==> config.mk <==
export PLATFORM = sky130hd
export DESIGN_NAME = vend_ctrl_flat
export DESIGN_NICKNAME = d
export VERILOG_FILES = /design/src/rtl/vend_ctrl_if.sv /design/src/rtl/vend_ctrl.sv /design/src/flat_wrapper.sv
export SDC_FILE = /design/constraint.sdc
export NUM_CORES = 1
export LEC_CHECK = 0
export BUFFER_PORTS_ARGS = -buffer_cell sky130_fd_sc_hd__buf_2
export CAP_MARGIN = 20
export CORE_UTILIZATION = 45
export DETAILED_ROUTE_END_ITERATION = 8
export PLACE_DENSITY_LB_ADDON = 0.1
export REMOVE_ABC_BUFFERS = 1
export SYNTH_ARGS = -nofsm -noshare
export SYNTH_HDL_FRONTEND = slang
export SYNTH_SLANG_ARGS = --single-unit
==> constraint.sdc <==
create_clock -name clk -period 5 [get_ports clk]
set_input_delay 1.5 -clock clk [delete_from_list [all_inputs] [get_ports clk]]
set_output_delay 1.5 -clock clk [all_outputs]
set_load 0.05 [all_outputs]
==> src/rtl/vend_ctrl_if.sv <==
// Keypad/coin-acceptor and dispenser/hopper signals for the vending controller.
// The bench drives through the master modport; vend_ctrl connects to the slave modport.
interface vend_ctrl_if;
    logic [1:0] coin;
    logic       sel_valid;
    logic [1:0] sel;
    logic       restock;
    logic       vend_req;
    logic [1:0] vend_slot;
    logic       vend_ack;
    logic       chg_req;
    logic       chg_ack;
    logic [2:0] credit;
    logic       coin_reject;
    logic       sel_reject;
    logic [3:0] sold_out;

    modport master (
        output coin, sel_valid, sel, restock, vend_ack, chg_ack,
        input  vend_req, vend_slot, chg_req, credit, coin_reject, sel_reject, sold_out
    );

    modport slave (
        input  coin, sel_valid, sel, restock, vend_ack, chg_ack,
        output vend_req, vend_slot, chg_req, credit, coin_reject, sel_reject, sold_out
    );
endinterface

==> src/rtl/vend_ctrl.sv <==
// Vending transaction controller: coin credit, slot arbitration onto one dispenser,
// per-slot stock tracking and a one-rupee change ejector.
//
// state    | meaning
// S_IDLE   | no credit, waiting for first coin; restock accepted here only
// S_CREDIT | accumulating coins, idle timer running toward automatic refund
// S_VEND   | vend_req held until the dispenser acknowledges
// S_CHANGE | ejecting one rupee per chg_ack until credit is zero
module vend_ctrl #(
    parameter int PRICE      = 3,
    parameter int MAX_CREDIT = 7,
    parameter int TIMEOUT    = 4,
    parameter int STOCK_INIT = 3
) (
    input  logic        clk,
    input  logic        rst,
    vend_ctrl_if.slave  bus
);

    typedef enum logic [1:0] {S_IDLE, S_CREDIT, S_VEND, S_CHANGE} state_t;

    state_t          state_q, state_d;
    logic [2:0]      credit_q, credit_d;
    logic [3:0]      timer_q, timer_d;
    logic [3:0][2:0] stock_q, stock_d;
    logic            vend_req_q, vend_req_d;
    logic [1:0]      vend_slot_q, vend_slot_d;
    logic            chg_req_q, chg_req_d;
    logic            coin_rej_q, coin_rej_d;
    logic            sel_rej_q, sel_rej_d;
    logic [3:0]      sold_out_q, sold_out_d;

    logic [3:0]      coin_sum;
    logic [3:0]      timer_inc;
    logic [3:0][2:0] stock_full;
    logic [3:0]      sold_out_init;

    always_comb begin
        for (int i = 0; i < 4; i++) begin
            stock_full[i]    = 3'(STOCK_INIT);
            sold_out_init[i] = (STOCK_INIT == 0);
        end
    end

    assign coin_sum  = {1'b0, credit_q} + {2'b00, bus.coin};
    assign timer_inc = timer_q + 4'd1;

    always_comb begin
        state_d     = state_q;
        credit_d    = credit_q;
        timer_d     = timer_q;
        stock_d     = stock_q;
        vend_req_d  = vend_req_q;
        vend_slot_d = vend_slot_q;
        chg_req_d   = chg_req_q;
        coin_rej_d  = 1'b0;
        sel_rej_d   = 1'b0;

        case (state_q)
            S_IDLE: begin
                credit_d = 3'd0;
                if (bus.coin == 2'd3) begin
                    coin_rej_d = 1'b1;
                end else if (bus.coin != 2'd0) begin
                    credit_d = {1'b0, bus.coin};
                    timer_d  = 4'd0;
                    state_d  = S_CREDIT;
                end
                if (bus.sel_valid) sel_rej_d = 1'b1;
                if (bus.restock)   stock_d   = stock_full;
            end

            S_CREDIT: begin
                // A coin takes priority; a simultaneous selection is dropped without a reject pulse.
                if (bus.coin != 2'd0) begin
                    if (bus.coin == 2'd3 || coin_sum > 4'(MAX_CREDIT)) begin
                        coin_rej_d = 1'b1;
                    end else begin
                        credit_d = coin_sum[2:0];
                        timer_d  = 4'd0;
                    end
                end else if (bus.sel_valid && credit_q >= 3'(PRICE)
                             && stock_q[bus.sel] != 3'd0) begin
                    vend_slot_d = bus.sel;
                    vend_req_d  = 1'b1;
                    state_d     = S_VEND;
                end else begin
                    if (bus.sel_valid) sel_rej_d = 1'b1;
                    if (timer_inc == 4'(TIMEOUT)) begin
                        timer_d   = 4'd0;
                        chg_req_d = 1'b1;
                        state_d   = S_CHANGE;
                    end else begin
                        timer_d = timer_inc;
                    end
                end
            end

            S_VEND: begin
                if (bus.coin != 2'd0) coin_rej_d = 1'b1;
                if (bus.sel_valid)    sel_rej_d  = 1'b1;
                if (bus.vend_ack && vend_req_q) begin
                    vend_req_d = 1'b0;
                    if (stock_q[vend_slot_q] != 3'd0)
                        stock_d[vend_slot_q] = stock_q[vend_slot_q] - 3'd1;
                    credit_d = credit_q - 3'(PRICE);
                    if (credit_q != 3'(PRICE)) begin
                        chg_req_d = 1'b1;
                        state_d   = S_CHANGE;
                    end else begin
                        state_d = S_IDLE;
                    end
                end
            end

            S_CHANGE: begin
                if (bus.coin != 2'd0) coin_rej_d = 1'b1;
                if (bus.sel_valid)    sel_rej_d  = 1'b1;
                // Request drops for one cycle after each ack so each coin gets its own handshake.
                if (bus.chg_ack && chg_req_q) begin
                    chg_req_d = 1'b0;
                    credit_d  = credit_q - 3'd1;
                    if (credit_q == 3'd1) state_d = S_IDLE;
                end else if (credit_q != 3'd0) begin
                    chg_req_d = 1'b1;
                end else begin
                    chg_req_d = 1'b0;
                    state_d   = S_IDLE;
                end
            end

            default: state_d = S_IDLE;
        endcase

        for (int i = 0; i < 4; i++) sold_out_d[i] = (stock_d[i] == 3'd0);
    end

    always_ff @(posedge clk) begin
        if (rst) begin
            state_q     <= S_IDLE;
            credit_q    <= 3'd0;
            timer_q     <= 4'd0;
            stock_q     <= stock_full;
            vend_req_q  <= 1'b0;
            vend_slot_q <= 2'd0;
            chg_req_q   <= 1'b0;
            coin_rej_q  <= 1'b0;
            sel_rej_q   <= 1'b0;
            sold_out_q  <= sold_out_init;
        end else begin
            state_q     <= state_d;
            credit_q    <= credit_d;
            timer_q     <= timer_d;
            stock_q     <= stock_d;
            vend_req_q  <= vend_req_d;
            vend_slot_q <= vend_slot_d;
            chg_req_q   <= chg_req_d;
            coin_rej_q  <= coin_rej_d;
            sel_rej_q   <= sel_rej_d;
            sold_out_q  <= sold_out_d;
        end
    end

    assign bus.vend_req    = vend_req_q;
    assign bus.vend_slot   = vend_slot_q;
    assign bus.chg_req     = chg_req_q;
    assign bus.credit      = credit_q;
    assign bus.coin_reject = coin_rej_q;
    assign bus.sel_reject  = sel_rej_q;
    assign bus.sold_out    = sold_out_q;

endmodule

==> src/flat_wrapper.sv <==
// flat-port wrapper written by rule: the top's interface ports become plain ports
module vend_ctrl_flat 
#(
    parameter int PRICE      = 3,
    parameter int MAX_CREDIT = 7,
    parameter int TIMEOUT    = 4,
    parameter int STOCK_INIT = 3
)
  (clk, rst, bus_coin, bus_sel_valid, bus_sel, bus_restock, bus_vend_ack, bus_chg_ack, bus_vend_req, bus_vend_slot, bus_chg_req, bus_credit, bus_coin_reject, bus_sel_reject, bus_sold_out);
  vend_ctrl_if bus_i ();
  input  logic clk;
  input  logic rst;
  input wire logic [$bits(bus_i.coin)-1:0] bus_coin;
  input wire logic [$bits(bus_i.sel_valid)-1:0] bus_sel_valid;
  input wire logic [$bits(bus_i.sel)-1:0] bus_sel;
  input wire logic [$bits(bus_i.restock)-1:0] bus_restock;
  input wire logic [$bits(bus_i.vend_ack)-1:0] bus_vend_ack;
  input wire logic [$bits(bus_i.chg_ack)-1:0] bus_chg_ack;
  output wire logic [$bits(bus_i.vend_req)-1:0] bus_vend_req;
  output wire logic [$bits(bus_i.vend_slot)-1:0] bus_vend_slot;
  output wire logic [$bits(bus_i.chg_req)-1:0] bus_chg_req;
  output wire logic [$bits(bus_i.credit)-1:0] bus_credit;
  output wire logic [$bits(bus_i.coin_reject)-1:0] bus_coin_reject;
  output wire logic [$bits(bus_i.sel_reject)-1:0] bus_sel_reject;
  output wire logic [$bits(bus_i.sold_out)-1:0] bus_sold_out;
  assign bus_i.coin = bus_coin;
  assign bus_i.sel_valid = bus_sel_valid;
  assign bus_i.sel = bus_sel;
  assign bus_i.restock = bus_restock;
  assign bus_i.vend_ack = bus_vend_ack;
  assign bus_i.chg_ack = bus_chg_ack;
  assign bus_vend_req = bus_i.vend_req;
  assign bus_vend_slot = bus_i.vend_slot;
  assign bus_chg_req = bus_i.chg_req;
  assign bus_credit = bus_i.credit;
  assign bus_coin_reject = bus_i.coin_reject;
  assign bus_sel_reject = bus_i.sel_reject;
  assign bus_sold_out = bus_i.sold_out;
  vend_ctrl #(.PRICE(PRICE), .MAX_CREDIT(MAX_CREDIT), .TIMEOUT(TIMEOUT), .STOCK_INIT(STOCK_INIT)) u_core (.clk(clk), .rst(rst), .bus(bus_i));
endmodule
# ---- After elaboration in Yosys (flattened, before gate mapping)
# Cells that the tools add are included.
dict set report classes {
  addsub 5
  order_cmp 5
  eq_ne 23
  n_mux 57
  n_bitwise 1
  reduce_logical 26
}
# cell count
set ops {}
lappend ops {{$mux 12} 3}
lappend ops {{$mux 3} 8}
lappend ops {{$mux 4} 6}
lappend ops {{$pmux 12 s2} 1}
lappend ops {{$mux 2} 11}
lappend ops {{$mux 1} 17}
lappend ops {{$ne 2x1->1 const B} 7}
lappend ops {{$bmux 3 s2} 2}
lappend ops {{$bwmux 12} 1}
lappend ops {{$logic_not 3->1} 4}
lappend ops {{$pmux 3 s4} 1}
lappend ops {{$reduce_bool 3->1} 4}
lappend ops {{$ne 3x2->1 const B} 3}
lappend ops {{$ne 2x2->1 const B} 4}
lappend ops {{$pmux 2 s4} 1}
lappend ops {{$pmux 4 s2} 1}
lappend ops {{$reduce_and 4->1} 2}
lappend ops {{$reduce_and 7->1} 1}
lappend ops {{$demux 3 s2} 1}
lappend ops {{$eq 2x2->1 const B} 3}
lappend ops {{$lt 2x3->1 const B} 2}
lappend ops {{$ne 3x3->1 const B} 2}
lappend ops {{$pmux 1 s3} 2}
lappend ops {{$reduce_and 6->1} 1}
lappend ops {{21 further kinds} 29}
dict set report word_totals {
  regBits 31
  wordCells 130
}

# ---- Longest topological paths before layout
dict set report depth {
  word_depth 9
  ltp_mapped 9
}

# ---- Worst setup path after synthesis
# OpenSTA, ideal clock, no wires.
dict set report synth_timing {
  path_kind {input-to-reg}
  from {input port bus_coin[1]}
  to {register u_core.credit_q[2] (netlist: u_core.bus.credit[2])}
  setup_ps 71
  arrival_ps 2879
  t_required_ps 4929
  slack_ps 2051
  stages 6
  path_cell_list {buf_2 xnor2_1 nor2_1 a211oi_1 mux2_2 a21oi_1}
}
dict set report synth_between {
  elab_chain_cells 5
  word_cells_on_any_way 11
  classes_between {1 x add/sub; 1 x order compare; 3 x eq/ne; 3 x mux; 3 x reduce/logical}
}
# item line_no
set synth_lines {}
lappend synth_lines {{start, declared} flat_wrapper.sv:13} ;# input wire logic [$bits(bus_i.coin)-1:0] bus_coin;
lappend synth_lines {{$add 3x2->4} vend_ctrl.sv:45} ;# assign coin_sum = {1'b0, credit_q} + {2'b00, bus.coin};
lappend synth_lines {{$gt 4x3->1} vend_ctrl.sv:76} ;# if (bus.coin == 2'd3 || coin_sum > 4'(MAX_CREDIT)) begin
lappend synth_lines {{$logic_or 1x1->1} vend_ctrl.sv:76}
lappend synth_lines {{$ne 2x2->1 (no source line)} n/a}
lappend synth_lines {{$reduce_and 4->1 (no source line)} n/a}
lappend synth_lines {{end signal, assigned} vend_ctrl.sv:152} ;# credit_q <= credit_d;
lappend synth_lines {{end, declared} vend_ctrl.sv:23} ;# logic [2:0] credit_q, credit_d;
# Several ways; a longest one is shown, not always the timed one. The select of a mux whose other input is x is not followed.
# A chain may end at the register's enable or synchronous reset.

# ---- Final worst setup path
# Same ends and word-level chain as after synthesis.

==> flow_summary.yaml <==
global_route:
  antenna_found_initial: 0
  grt_max_degree: 29
  gr-total-overflow: 0
  grt_pass1_wl_mm: 8.42
  grt_pass1_vias: 1701
  grt_util_all_layers_pct: 21.8
setup_path:
  startpoint_type: "input pin"
  reg2reg_slack_ns: 2.36
  end_kind: "flop"
  crit_fanout: 11
  worstSetupPathType: "in2reg"
  timing.rr.end: "u_core.bus.sold_out[3]"
  crit-reg2reg-launch: "u_core.bus.vend_slot[0]"
  r2r.worst_path.cells: 8
  required_ns: 5.21
  cp.arrival_ns: 3.20
power:
  powerDensity_nw_per_um2: 257
  power_frac_seq_pct: 44.3
  p_int_uw: 440
  power.switching_uw: 151
  p_clk_share_pct: 43.2
  p_sw_share_pct: 25.5
  p_leak_nw: 0.905
  combPwrFrac_pct: 12.5
  peakVddDrop_v: 0.000243
die:
  io_pins: 23
  start_util_pct: 47.2
  die_area_um2: 4910
  core_um2: 4410
  die_y_um: 70.1
  rows: 24
  die_w_um: 70.1
finish:
  area_growth_pct: 10.4
  final_layout_size_suffix_gt1_share_pct: 18.5
  final_cells: 311
  final_cell_mix: "31 x dfxtp_1, 22 x nand2_1, 22 x buf_2"
  layout_commonest_cell: "dfxtp_1"
  diodes: 0
  layout.nets: 280
  post-route-cell-area_um2: 2300
  postLayoutCoreUtil_pct: 52.1
synthesis:
  async_reset_ff_share_pct: 0
  synth-xor-area-share_pct: 1.26
  muxShareOfSynthArea_pct: 9.66
  synth_edf_count: 0
  synthSimpleGateAreaFrac_pct: 25.8
  synthAdderAreaFrac_pct: 7.56
  syn_inst: 242
  synth_compound_area_share_pct: 20.1
  ys_warn_count: 0
  yosysSeqAreaShare_pct: 29.8
  synth_area_um2: 2080
  ys_ff_latch: 31
  syn_area_per_cell_um2: 8.61
  synth_top_family_by_area: "simple AND/OR/NAND/NOR gates"
  synth_ff_type: "dfxtp_1"
  ys_types: 57
clock_network:
  post-cts-setup-buffers: 0
  post_cts_resize_count: 0
  cts_max_level: 2
  clkSinkCount: 31
  cts_hold_buf: 0
  numCtsBuffers: 5
  cts-root-buf: "clkbuf_8"
  clkSlewWorstSetupHoldPaths_ns: 0.07
  insertion_delay_ns: 0.29
  cts_buffer_depth: 2
  cts_tree: "done"
placement:
  dpl.hpwl_mm: 3.59
  io_buffers: 22
  dp_cells: 303
  place.gp.congestion: 0.909
  placed_area_um2: 2180
routing:
  viasPerCell: 5.78
  drcViolationCount: 0
  routed-wl-met2_mm: 2.04
  drt-wirelength-per-cell_um: 15.9
  num_vias: 1797
  drt_iter0_markers: 109
  drtAntennaViolNets: 0
  maxUsedRoutingLayer: "met4"
  drt_first_pass_iters: 4
  wl_met1_mm: 2.59
  wl_met3_um: 220
  wirelength_mm: 4.94
sta:
  worst_slew_pin_slew_ns: 0.851
  final.setup_skew_ns: 0.00993
  maxSlewHeadroom_pct: 43.2
  rsz0062_at_grt: "no"
  max_freq_mhz: 334
  tns_ns: 0
  finalHoldViolCount: 0
  drv_slew: 0
  period_minus_slack_ns: 3.00
  period_share_pct: 59.9
  setup_viol: 0
  worst_hold_slack_ns: 0.541
min_path:
  whs_path_depth: 2
  min_from: "u_core.timer_q[3]"
  min_path_type: "reg2reg"
  min_to: "u_core.timer_q[3]"
flow_run:
  drv_cap: 0
outcome:
  status: "finished clean"
## power groups by stage
| stage | registers (mW) | clock network, mW | logic, mW |
|---|---|---|---|
| 2_1_floorplan | 0.273 | 0 | 0.0417 |
| 3_3_place_gp | 0.267 | 0 | 0.0740 |
| 3_5_place_dp | 0.267 | 0 | 0.0737 |
| 4_1_cts | 0.262 | 0.263 | 0.0739 |
| 5_1_grt | 0.263 | 0.270 | 0.0829 |
| 6_report | 0.262 | 0.255 | 0.0736 |
## stage by stage
stage | total power [mW] | setup slack (ns)
2_1_floorplan | 0.315 | 2.08
3_3_place_gp | 0.341 | 1.82
3_5_place_dp | 0.341 | 1.75
4_1_cts | 0.598 | 2.06
5_1_grt | 0.616 | 1.91
6_report | 0.591 | 2.00
## cell families after synthesis
group | count (synthesis)
buffers and inverters | 25
XOR/XNOR | 3
adder cells (fa/ha/maj) | 12
multiplexers | 16
AND/OR/NAND/NOR | 96
flip-flops | 31
AO/OA/AOI/OAI | 59
## synth_stat cells, drive strengths merged (3+ instances only)
library cell,n,area (um^2)
dfxtp,31,621
nand2,22,82.6
nor2,19,71.3
a21oi,12,60.1
inv,12,45.0
ha,11,138
mux2i,10,100
nor3,9,50.1
nor3b,9,67.6
o21ai,9,45.0
buf,8,47.5
a211oi,6,50.1
nor2b,6,37.5
nor4,6,37.5
or2,6,37.5
clkbuf,5,28.8
nand2b,5,31.3
a22oi,4,30.0
nand3,4,20.0
mux2,3,33.8
mux4,3,67.6
nor4b,3,38.8
o211ai,3,22.5
## flip-flops by register name, summed over array words and instances (netlist names)
| register | cells |
|---|---|
| u_core.bus.sold_out | 4 |
| u_core.bus.coin_reject | 1 |
| u_core.timer_q | 4 |
| u_core.bus.credit | 3 |
| u_core.bus.vend_req | 1 |
| u_core.bus.chg_req | 1 |
| u_core.state_q | 2 |
| u_core.bus.sel_reject | 1 |
| u_core.stock_q | 12 |
| u_core.bus.vend_slot | 2 |
## worst max-delay path by stage
| stage | start | end | slack (ns) | cells after the start |
|---|---|---|---|---|
| after floorplan | bus_coin[1] | u_core.bus.credit[2] | 2.08 | 6 |
| after global placement | bus_coin[1] | u_core.bus.credit[2] | 1.82 | 7 |
| after detailed placement | bus_coin[1] | u_core.bus.credit[2] | 1.75 | 7 |
| after CTS | bus_coin[1] | u_core.bus.credit[2] | 2.06 | 7 |
| after global routing | bus_coin[1] | u_core.bus.credit[2] | 1.91 | 7 |
| final | bus_coin[1] | u_core.bus.credit[2] | 2.00 | 7 |
## worst max-delay path, stage by stage
cell	delay (ns)
buf_2	0.16
ha_1	0.28
a21o_1	0.12
nand2_1	0.05
a211oi_1	0.53
mux2_2	0.40
a21oi_1	0.14
## layout make-up
class	instances	area [um^2]
inverters	12	45.0
fillers	436	2110
clock inverters	2	35.0
multi-input cells	186	1340
flip-flops and latches	31	621
repair buffers	22	110
well taps	52	65.1
clock buffers	6	82.6
## metal layers
metal | vias to the layer above | GRT usage [%]
li1 | 918 | -
met1 | 835 | 32.6
met2 | 36 | 30.6
met3 | 8 | 4.04
met4 | 0 | 8.67
met5 | - | 0
Power figures use the tool's default switching activity.
